### config.mk
export PLATFORM = sky130hd
export DESIGN_NAME = universal_shift_reg
export DESIGN_NICKNAME = d
export VERILOG_FILES = /design/src/rtl/shift_reg_pkg.sv /design/src/rtl/shift_step.sv /design/src/rtl/universal_shift_reg.sv
export SDC_FILE = /design/constraint.sdc
export NUM_CORES = 1
export LEC_CHECK = 0
export ABC_AREA = 1
export CORE_UTILIZATION = 44
export DETAILED_ROUTE_END_ITERATION = 8
export PLACE_DENSITY = 0.74
export SETUP_SLACK_MARGIN = 0.05
export SYNTH_ARGS = -nofsm -noshare
export SYNTH_HDL_FRONTEND = slang
export SYNTH_SLANG_ARGS = --single-unit
### constraint.sdc
create_clock -name clk -period 1.4 [get_ports clk]
set_clock_uncertainty 0.1 [all_clocks]
set_input_delay 0.14 -clock clk [delete_from_list [all_inputs] [get_ports clk]]
set_output_delay 0.14 -clock clk [all_outputs]
set_load 0.05 [all_outputs]
### src/rtl/shift_reg_pkg.sv
// Shared op encodings and FSM state type for the universal shift register.
package shift_reg_pkg;

   localparam logic [2:0] OP_LOAD   = 3'd0;
   localparam logic [2:0] OP_SHL    = 3'd1;
   localparam logic [2:0] OP_SHR    = 3'd2;
   localparam logic [2:0] OP_ASR    = 3'd3;
   localparam logic [2:0] OP_ROL    = 3'd4;
   localparam logic [2:0] OP_ROR    = 3'd5;
   localparam logic [2:0] OP_SHL_SI = 3'd6;
   localparam logic [2:0] OP_SHR_SI = 3'd7;

   typedef enum logic [1:0] {
      ST_IDLE   = 2'd0,
      ST_SHIFT  = 2'd1,
      ST_FINISH = 2'd2
   } state_t;

endpackage

### src/rtl/shift_step.sv
// One single-bit step of the shift datapath: current value -> next value and the bit pushed out.
module shift_step
   import shift_reg_pkg::*;
#(
   parameter int WIDTH = 8
) (
   input  logic [WIDTH-1:0] data,
   input  logic [2:0]       op,
   input  logic             serial_in,
   output logic [WIDTH-1:0] data_next,
   output logic             out_bit
);

   always_comb begin
      data_next = data;
      out_bit   = 1'b0;
      case (op)
         OP_SHL: begin
            data_next = {data[WIDTH-2:0], 1'b0};
            out_bit   = data[WIDTH-1];
         end
         OP_SHR: begin
            data_next = {1'b0, data[WIDTH-1:1]};
            out_bit   = data[0];
         end
         OP_ASR: begin
            data_next = {data[WIDTH-1], data[WIDTH-1:1]};
            out_bit   = data[0];
         end
         OP_ROL: begin
            data_next = {data[WIDTH-2:0], data[WIDTH-1]};
            out_bit   = data[WIDTH-1];
         end
         OP_ROR: begin
            data_next = {data[0], data[WIDTH-1:1]};
            out_bit   = data[0];
         end
         OP_SHL_SI: begin
            data_next = {data[WIDTH-2:0], serial_in};
            out_bit   = data[WIDTH-1];
         end
         OP_SHR_SI: begin
            data_next = {serial_in, data[WIDTH-1:1]};
            out_bit   = data[0];
         end
         default: begin
            data_next = data;
            out_bit   = 1'b0;
         end
      endcase
   end

endmodule

### src/rtl/universal_shift_reg.sv
// Multi-step universal shift register: LOAD or N single-bit shift/rotate steps, with busy/done handshake.
//   state     | meaning
//   ST_IDLE   | waiting for start; LOAD completes here immediately
//   ST_SHIFT  | one step per clock until the step counter expires
//   ST_FINISH | single cycle; done is raised on the following edge
module universal_shift_reg
   import shift_reg_pkg::*;
#(
   parameter int WIDTH = 8,
   parameter int CNT_W = $clog2(WIDTH) + 1
) (
   input  logic             clk,
   input  logic             reset,
   input  logic             start,
   input  logic [2:0]       op,
   input  logic [CNT_W-1:0] shift_amt,
   input  logic [WIDTH-1:0] data_in,
   input  logic             serial_in,
   output logic [WIDTH-1:0] data_out,
   output logic             serial_out,
   output logic             busy,
   output logic             done
);

   state_t           state;
   logic [2:0]       op_q;
   logic [CNT_W-1:0] cnt;
   logic [WIDTH-1:0] step_next;
   logic             step_out;

   shift_step #(.WIDTH(WIDTH)) u_step (
      .data      (data_out),
      .op        (op_q),
      .serial_in (serial_in),
      .data_next (step_next),
      .out_bit   (step_out)
   );

   always_ff @(posedge clk) begin
      if (reset) begin
         state      <= ST_IDLE;
         op_q       <= OP_LOAD;
         cnt        <= '0;
         data_out   <= '0;
         serial_out <= 1'b0;
         busy       <= 1'b0;
         done       <= 1'b0;
      end else begin
         // done trails FINISH by one edge so it is a clean registered pulse
         done <= (state == ST_FINISH);
         case (state)
            ST_IDLE: begin
               if (start) begin
                  if (op == OP_LOAD) begin
                     data_out <= data_in;
                     state    <= ST_FINISH;
                  end else if (shift_amt == '0) begin
                     state <= ST_FINISH;
                  end else begin
                     op_q  <= op;
                     cnt   <= shift_amt;
                     busy  <= 1'b1;
                     state <= ST_SHIFT;
                  end
               end
            end
            ST_SHIFT: begin
               data_out   <= step_next;
               serial_out <= step_out;
               cnt        <= cnt - 1'b1;
               if (cnt == CNT_W'(1)) begin
                  busy  <= 1'b0;
                  state <= ST_FINISH;
               end
            end
            ST_FINISH: state <= ST_IDLE;
            default:   state <= ST_IDLE;
         endcase
      end
   end

endmodule

==> impl_metrics.csv, run 1 <==
group,metric,value,unit
status,status,"finished, final reports clean",
global_routing,grt_max_degree,14,
synthesis,syn_inst,201,
power,powerDensity,1026,nW/um^2
worst_setup_path,startpoint_type,"register",
synthesis,syn_area_per_cell,6.231,um^2
routing,routed_wl,3.248,mm
sta,relSlewSlack,83.09,%
clocking,cts.sinks,20,
worst_setup_path,cp_common_cell,"nand3_1",
hold_path,hold_class,"in2reg",
floorplan,die_h,55.35,um
sta,finalHoldViolations,0,
synthesis,yosys_warnings,0,
clocking,clockBufferDepth,2,
synthesis,synth_ff_type,"dfxtp_1",
global_routing,grt_pass1_vias,1373,
worst_setup_path,slowest_delay,0.41,ns
sta,rsz0062_at_grt,"yes",
placement,pre_cts_ws,-0.1303,ns
sta,setup_violations,0,
synthesis,synth_edf_count,0,
global_routing,grt_pass1_wl,5.478,mm
worst_setup_path,crit_type,"reg2reg",
clocking,tritoncts,"yes",
synthesis,ys_seq_elements,20,
global_routing,grt.total_usage,21.94,%
clocking,cts-buffers-inserted,3,
floorplan,die_area,3064,um^2
routing,drtAntennaViolNets,0,
synthesis,ys_async_sr_fraction,0,%
final_layout,drive_gt1_share,23.87,%
worst_setup_path,critPathMaxFanout,8,
hold_path,min_path_cells,3,
floorplan,core,2590,um^2
routing,num_vias,1388,
sta,setup_tns,0,ns
routing,wire_per_inst,11.90,um
floorplan,start_util,48.36,%
floorplan,dieWidth,55.35,um
global_routing,antenna_found_initial,0,
clocking,clk_latency,0.30,ns
sta,min_period,1.374,ns
routing,drt-initial-drc-count,49,
final_layout,nFillCells,223,
worst_setup_path,crit_slowest_cell,"dfxtp_4",
sta,fin_crit_sh,98.12,%
sta,setup_slack,0.02634,ns
synthesis,synth_area,1252,um^2
sta,report.final.slew_viol_count,0,
final_layout,nets,265,
sta,max_freq,728.0,MHz
placement,hpwl,2.415,mm
global_routing,overflow,0,
power,vdd_ir_drop_max,0.0006933,V
worst_setup_path,rr_worst_depth,6,
sta,fin_hold_ws,0.3231,ns
placement,place_congestion,0.8801,
final_layout,antennaDiodeCount,0,
final_layout,syn_to_final_growth,48.75,%
floorplan,boundaryPins,30,
final_layout,ff_latch_area,410.4,um^2
final_layout,multi_input_area,763.2,um^2
routing,dr.pass1.iters,5,
clocking,clkSlewWorstSetupHoldPaths,0.12,ns
worst_setup_path,critPathCaptureType,"register",
worst_setup_path,worstPathArrival,1.47,ns
worst_setup_path,crit_chain,"inv_4 > nor2_4 > buf_4 > nand3_1 > nand3_1 > a21oi_1",
routing,drc,0,
floorplan,fp-row-count,18,
clocking,clock-root-buffer,"clkbuf_4",
synthesis,syn_nets,222,
worst_setup_path,crit_required,1.50,ns
job,drv_cap,0,
synthesis,synth_cell_types,25,
sta,tightest_slew,0.2530,ns
power,power_leakage,0.0008824,uW
routing,viasPerCell,5.084,
clocking,h-tree-depth,1,
placement,port_buffers,29,
synthesis,synth-seq-area-share,31.97,%
-- final cells by class --
class,count,area share [%]
inverter,24,5.238
clock buffer,4,1.948
tap,30,2.015
sequential,20,22.03
timing repair buffer,43,27.80
multi-input combinational,152,40.97
-- worst paths after layout --
check | endpoint | slack (ns) | start
worst max-delay path | data_out[7] | 0.03 | state[0]
worst min-delay path | op_q[1] | 0.32 | op[1]
worst max register to register | data_out[7] | 0.03 | state[0]
worst min register to register | cnt[1] | 0.37 | cnt[1]
-- critical path, delay by kind of cell (launching register included) --
kind / cells / cell delay, ns
compound gates: 1 / 0.07
buf+inv: 2 / 0.26
flops: 1 / 0.41
simple gates: 3 / 0.43
-- placed cells by master, fill, tap and decap left out, drive strengths merged --
cell type,n
a21oi,10
a31oi,1
buf,25
clkbuf,4
clkdlybuf4s50,18
dfxtp,20
ha,2
inv,24
nand2,76
nand3,20
nand3b,1
nand4,2
nor2,27
nor3,1
o21ai,9
or2,2
xor2,1
-- kinds of logic after synthesis --
logic type / after synthesis / share of synthesized area [%]
adders and majority gates: 2 / 1.998
and+or+nand+nor: 129 / 46.95
buffers and inverters: 29 / 10.29
DFF: 20 / 31.97
xor gates and xnor gates: 1 / 0.6994
AOI/OAI and AO/OA: 20 / 8.092
-- metal layers --
| layer | vias to the layer above | GRT usage, % | routed length (um) | part of all wire (%) |
|---|---|---|---|---|
| met4 | 0 | 11.79 | 91 | 2.8 |
| met1 | 609 | 27.85 | 1461 | 45 |
| li1 | 718 | - | - | - |
| met2 | 50 | 36.32 | 1530 | 47 |
| met3 | 11 | 2.342 | 165 | 5.1 |
| met5 | - | 0 | 0 | 0 |
-- state kept, by name, indices dropped and copies added (netlist names) --
name / flops
busy: 1
cnt: 4
data_out: 8
done: 1
op_q: 3
serial_out: 1
state: 2
-- Yosys cell counts (2+ instances only) --
cell type,count,share of area [%]
a21oi_1,10,4.0
buf_2,2,0.80
buf_6,2,1.8
dfxtp_1,20,32
ha_1,2,2.0
inv_1,19,5.7
inv_2,4,1.2
nand2_1,71,21
nand2_4,3,2.7
nand3_1,20,8.0
nor2_1,26,7.8
o21ai_0,8,3.2
or2_2,2,1.0
-- timing repair --
| action | CTS | global route |
|---|---|---|
| setup buffers | 1 | 2 |
| gates cloned | 0 | 0 |
| hold buffers | 0 | 0 |
| gates resized for setup | 5 | 15 |
| endpoints found under the setup margin | 12 | 13 |
| pin swaps | 0 | 2 |
-- report_power, final --
part           switching (uW)  internal (uW)
Combinational             477            387
Clock                     183            159
Sequential               67.4            637
-- through the flow --
step | cell area [um^2] | util (%) | total power (uW) | instances
final | 1863 | 71.93 | 1911 | 273
after global routing | 1863 | 71.93 | 2030 | 273
after detailed placement | 1749 | 67.54 | 1518 | 266
after floorplan | 1252 | - | 1191 | 201
after global placement | 1749 | 67.54 | 1499 | 266
after CTS | 1800 | 69.52 | 1877 | 271
No activity file was read; power rests on OpenSTA's default activity.
==> inputs of run 2 (changes only) <==
--- a/config.mk
+++ b/config.mk
@@ -10,6 +10,7 @@
 export DETAILED_ROUTE_END_ITERATION = 8
 export PLACE_DENSITY = 0.74
 export SETUP_SLACK_MARGIN = 0.05
+export SKIP_CTS_REPAIR_TIMING = 1
 export SYNTH_ARGS = -nofsm -noshare
 export SYNTH_HDL_FRONTEND = slang
 export SYNTH_SLANG_ARGS = --single-unit
==> impl_metrics.csv, run 2 (synthesized netlist as in run 1, its figures left out) <==
group,metric,value,unit
sta,finalHoldViolations,0,
routing,drt-initial-drc-count,68,
global_routing,overflow,0,
routing,drc,0,
job,drv_cap,0,
sta,setup_violations,0,
floorplan,core,2590,um^2
clocking,clockBufferDepth,2,
floorplan,start_util,48.36,%
power,seqPwrFrac,36.9,%
routing,wire_per_inst,11.90,um
final_layout,regMostFlops,"data_out",
global_routing,grt_pass1_wl,5.478,mm
power,p_comb_share,44.9,%
global_routing,antenna_found_initial,0,
final_layout,antennaDiodeCount,0,
power,pwr-share-clk,18.3,%
placement,place_congestion,0.8801,
hold_path,hold_class,"in2reg",
final_layout,final_cell_mix,"nand2_1, nor2_1, nand3_1, inv_1, clkdlybuf4s50_1",
power,powerDensity,1030,nW/um^2
power,vdd_ir_drop_max,0.0006942,V
final_layout,nets,265,
floorplan,boundaryPins,30,
floorplan,dieWidth,55.35,um
routing,viasPerCell,5.132,
power,swShare,38.33,%
global_routing,grt.total_usage,21.94,%
placement,port_buffers,29,
final_layout,layout_commonest_cell,"nand2_1",
routing,drtAntennaViolNets,0,
final_layout,final_cells,273,
sta,relSlewSlack,83.83,%
sta,report.final.slew_viol_count,0,
sta,rsz0062_at_grt,"yes",
power,power_switching,734.5,uW
worst_setup_path,crit_required,1.51,ns
placement,place_inst,266,
global_routing,grt_max_degree,14,
floorplan,die_area,3064,um^2
routing,routed_wl,3.248,mm
worst_setup_path,worstPathArrival,1.48,ns
global_routing,grt_pass1_vias,1364,
final_layout,largest_reg_flops,8,
clocking,h-tree-depth,1,
worst_setup_path,startpoint_type,"register",
final_layout,drive_gt1_share,23.87,%
floorplan,die_h,55.35,um
clocking,cts-buffers-inserted,3,
final_layout,reg_top3,"data_out (8), cnt (4), op_q (3)",
sta,min_period,1.363,ns
sta,fin_crit_sh,97.38,%
power,power_leakage,0.0008796,uW
sta,max_freq,733.5,MHz
clocking,cts.sinks,20,
clocking,tritoncts,"yes",
worst_setup_path,crit_type,"reg2reg",
routing,num_vias,1401,
clocking,clkSlewWorstSetupHoldPaths,0.12,ns
power,p_int,1182,uW
final_layout,syn_to_final_growth,48.55,%
worst_setup_path,critPathCaptureType,"register",
status,status,"finished, final reports clean",
clocking,clk_latency,0.31,ns
routing,dr.pass1.iters,5,
power,power,1917,uW
worst_setup_path,critPathMaxFanout,13,
clocking,clock-root-buffer,"clkbuf_4",
floorplan,fp-row-count,18,
placement,hpwl,2.415,mm
sta,tightest_slew,0.2420,ns
run 2: cell counts in the layout (fill, tap and decap cells not counted):
No cell type changed its count.
run 2: worst paths after layout:
path / from / to / slack (ns) / depth (start not counted)
worst min register to register: cnt[1] / cnt[1] / 0.37 / 2
worst max-delay path: state[0] / data_out[0] / 0.04 / 7
worst min-delay path: op[1] / op_q[1] / 0.31 / 3
worst max register to register: state[0] / data_out[0] / 0.04 / 7
run 2: metal layers:
layer	GRT usage [%]	vias to the layer above	part of all wire, %
met5	0	-	0
met4	11.79	0	3.5
met3	2.342	16	4.9
met2	35.97	54	46
met1	28.14	619	46
li1	-	712	-
run 2: power groups by stage:
stage	clock (uW)	sequential, uW	combinational (uW)
3_5_place_dp	0	714	804
3_3_place_gp	0	711	788
5_1_grt	370	714	944
2_1_floorplan	0	806	386
4_1_cts	357	701	810
6_report	350	707	860
run 2: critical path: stages, from the launching register on:
cell	delay [ns]
dfxtp_4	0.41
inv_4	0.05
nor2_4	0.23
nand4_4	0.16
nand2_8	0.15
nand2_1	0.07
nand2_1	0.06
nor2_1	0.04
run 2: area by class of cell:
cell class	count	area, um^2
multi-input combinational	152	758.2
inverter	24	97.59
sequential	20	412.9
clock buffer	4	36.28
fill	218	729.5
tap	30	37.54
timing repair buffer	43	518.0
run 2: metrics by stage:
stage               worst slack [ns]  TNS (ns)  utilization [%]  area, um^2  hold slack (ns)
floorplan                     0.1001         0                -        1252           0.1749
global placement            -0.07617   -0.8065            67.54        1749           0.3572
detailed placement           -0.1303    -1.289            67.54        1749           0.3531
CTS                         -0.01784  -0.06467            68.94        1785           0.3118
global route                -0.03202   -0.1775            71.84        1861           0.3399
finish                       0.03673         0            71.84        1861           0.3123
==> inputs of run 3 (changes only) <==
--- a/config.mk
+++ b/config.mk
@@ -9,7 +9,7 @@
 export CORE_UTILIZATION = 44
 export DETAILED_ROUTE_END_ITERATION = 8
 export PLACE_DENSITY = 0.74
-export SETUP_SLACK_MARGIN = 0.05
+export SETUP_SLACK_MARGIN = 0.4
 export SKIP_CTS_REPAIR_TIMING = 1
 export SYNTH_ARGS = -nofsm -noshare
 export SYNTH_HDL_FRONTEND = slang
==> impl_metrics.csv, run 3 (synthesized netlist as in run 1, its figures left out) <==
group,metric,value,unit
routing,num_vias,1443,
sta,rsz0062_at_grt,"yes",
global_routing,overflow,0,
routing,wire_per_inst,12.80,um
clocking,h-tree-depth,1,
clocking,clockBufferDepth,2,
floorplan,die_area,3064,um^2
floorplan,start_util,48.36,%
worst_setup_path,worstPathArrival,1.51,ns
sta,relSlewSlack,85.72,%
final_layout,syn_to_final_growth,61.24,%
worst_setup_path,critPathMaxFanout,7,
placement,hpwl,2.401,mm
routing,drtAntennaViolNets,0,
global_routing,antenna_found_initial,0,
routing,viasPerCell,5.228,
worst_setup_path,critPathCaptureType,"register",
sta,min_period,1.355,ns
power,powerDensity,1069,nW/um^2
worst_setup_path,startpoint_type,"register",
sta,fin_crit_sh,96.82,%
worst_setup_path,cp_common_cell,"nand2_1",
global_routing,grt.total_usage,21.69,%
global_routing,grt_pass1_vias,1249,
placement,port_buffers,29,
floorplan,boundaryPins,30,
status,status,"finished, final reports clean",
power,power,2159,uW
sta,setup_violations,0,
floorplan,fp-row-count,18,
final_layout,layout_commonest_cell,"nand2_1",
power,power_leakage,0.0009266,uW
clocking,tritoncts,"yes",
worst_setup_path,path_buf_inv,2,
sta,finalHoldViolations,0,
floorplan,die_h,55.35,um
final_layout,antennaDiodeCount,0,
sta,tightest_slew,0.2137,ns
global_routing,grt_pass1_wl,5.388,mm
job,drv_cap,0,
final_layout,reg_top3,"data_out (8), cnt (4), op_q (3)",
clocking,clk_latency,0.31,ns
routing,routed_wl,3.534,mm
clocking,clkSlewWorstSetupHoldPaths,0.13,ns
worst_setup_path,crit_family,"simple AND/OR/NAND/NOR gates",
worst_setup_path,slowest_delay,0.40,ns
floorplan,dieWidth,55.35,um
final_layout,post-route-util,77.97,%
placement,place_congestion,0.9434,
hold_path,hold_class,"in2reg",
clocking,cts-buffers-inserted,3,
final_layout,nets,268,
final_layout,drive_gt1_share,33.33,%
clocking,clock-root-buffer,"clkbuf_4",
sta,max_freq,737.8,MHz
routing,drc,0,
worst_setup_path,r2r_slack,0.04,ns
routing,drt-initial-drc-count,75,
worst_setup_path,crit_chain,"inv_4 > nor2_4 > buf_4 > nand2_1 > nand3_1 > nand2_1 > a21oi_1",
clocking,cts.sinks,20,
worst_setup_path,crit_slowest_cell,"dfxtp_4",
worst_setup_path,crit_type,"reg2reg",
sta,report.final.slew_viol_count,0,
floorplan,core,2590,um^2
final_layout,largest_reg_flops,8,
final_layout,final_cell_mix,"nand2_1, nor2_1, nand3_1, clkdlybuf4s50_1, inv_1",
worst_setup_path,crit_required,1.55,ns
power,vdd_ir_drop_max,0.0008037,V
final_layout,regMostFlops,"data_out",
global_routing,grt_max_degree,14,
routing,dr.pass1.iters,4,
==> run 3: cell count changes in the layout (fill, tap and decap cells not counted), sizes merged <==
cell / previous run / this run
nand2: 76 / 77
bufinv: 0 / 1
clkbuf: 4 / 3
buf: 25 / 27
==> run 3: final timing paths <==
path	from	endpoint	depth (start not counted)
worst max-delay path	state[0]	busy	7
worst min-delay path	op[1]	op_q[1]	3
worst max register to register	state[0]	busy	7
worst min register to register	busy	busy	2
==> run 3: worst min-delay path, cell delays in order <==
cell and delay [ns]:
clkdlybuf4s50_1 0.41, nand2_1 0.07, a21oi_1 0.06
==> run 3: metrics by stage <==
stage / hold WS, ns / cell area [um^2] / instances / setup WS, ns / TNS [ns]
after floorplan: 0.1749 / 1326 / 201 / 0.1863 / 0
after global placement: 0.3698 / 1815 / 265 / -0.08706 / -0.9623
after detailed placement: 0.3761 / 1815 / 265 / -0.1838 / -1.925
after CTS: 0.2992 / 1868 / 269 / 0.07820 / 0
after global routing: 0.3203 / 2019 / 276 / -0.04318 / -0.1184
final: 0.2925 / 2019 / 276 / 0.04457 / 0
==> run 3: layout make-up <==
cell class | count | area (um^2)
clock buffer | 3 | 22.52
clock inverter | 1 | 30.03
fill | 185 | 570.5
inverter | 24 | 105.1
multi-input combinational | 153 | 842.1
sequential | 20 | 432.9
tap | 30 | 37.54
timing repair buffer | 45 | 549.3
==> run 3: metal layers <==
layer / vias to the layer above / track usage, % / part of all wire (%)
met2: 53 / 35.63 / 50
li1: 725 / - / -
met3: 4 / 2.810 / 5.8
met1: 661 / 29.61 / 43
met5: - / 0 / 0
met4: 0 / 6.429 / 0.76
==> run 3: where the power goes <==
group | total (uW) | leakage [uW] | internal, uW | switching, uW
clock | 492 | 0.0000279 | 289 | 203
combinational | 945 | 0.000726 | 429 | 515
sequential | 722 | 0.000172 | 642 | 79.2
total | 2160 | 0.000927 | 1360 | 797
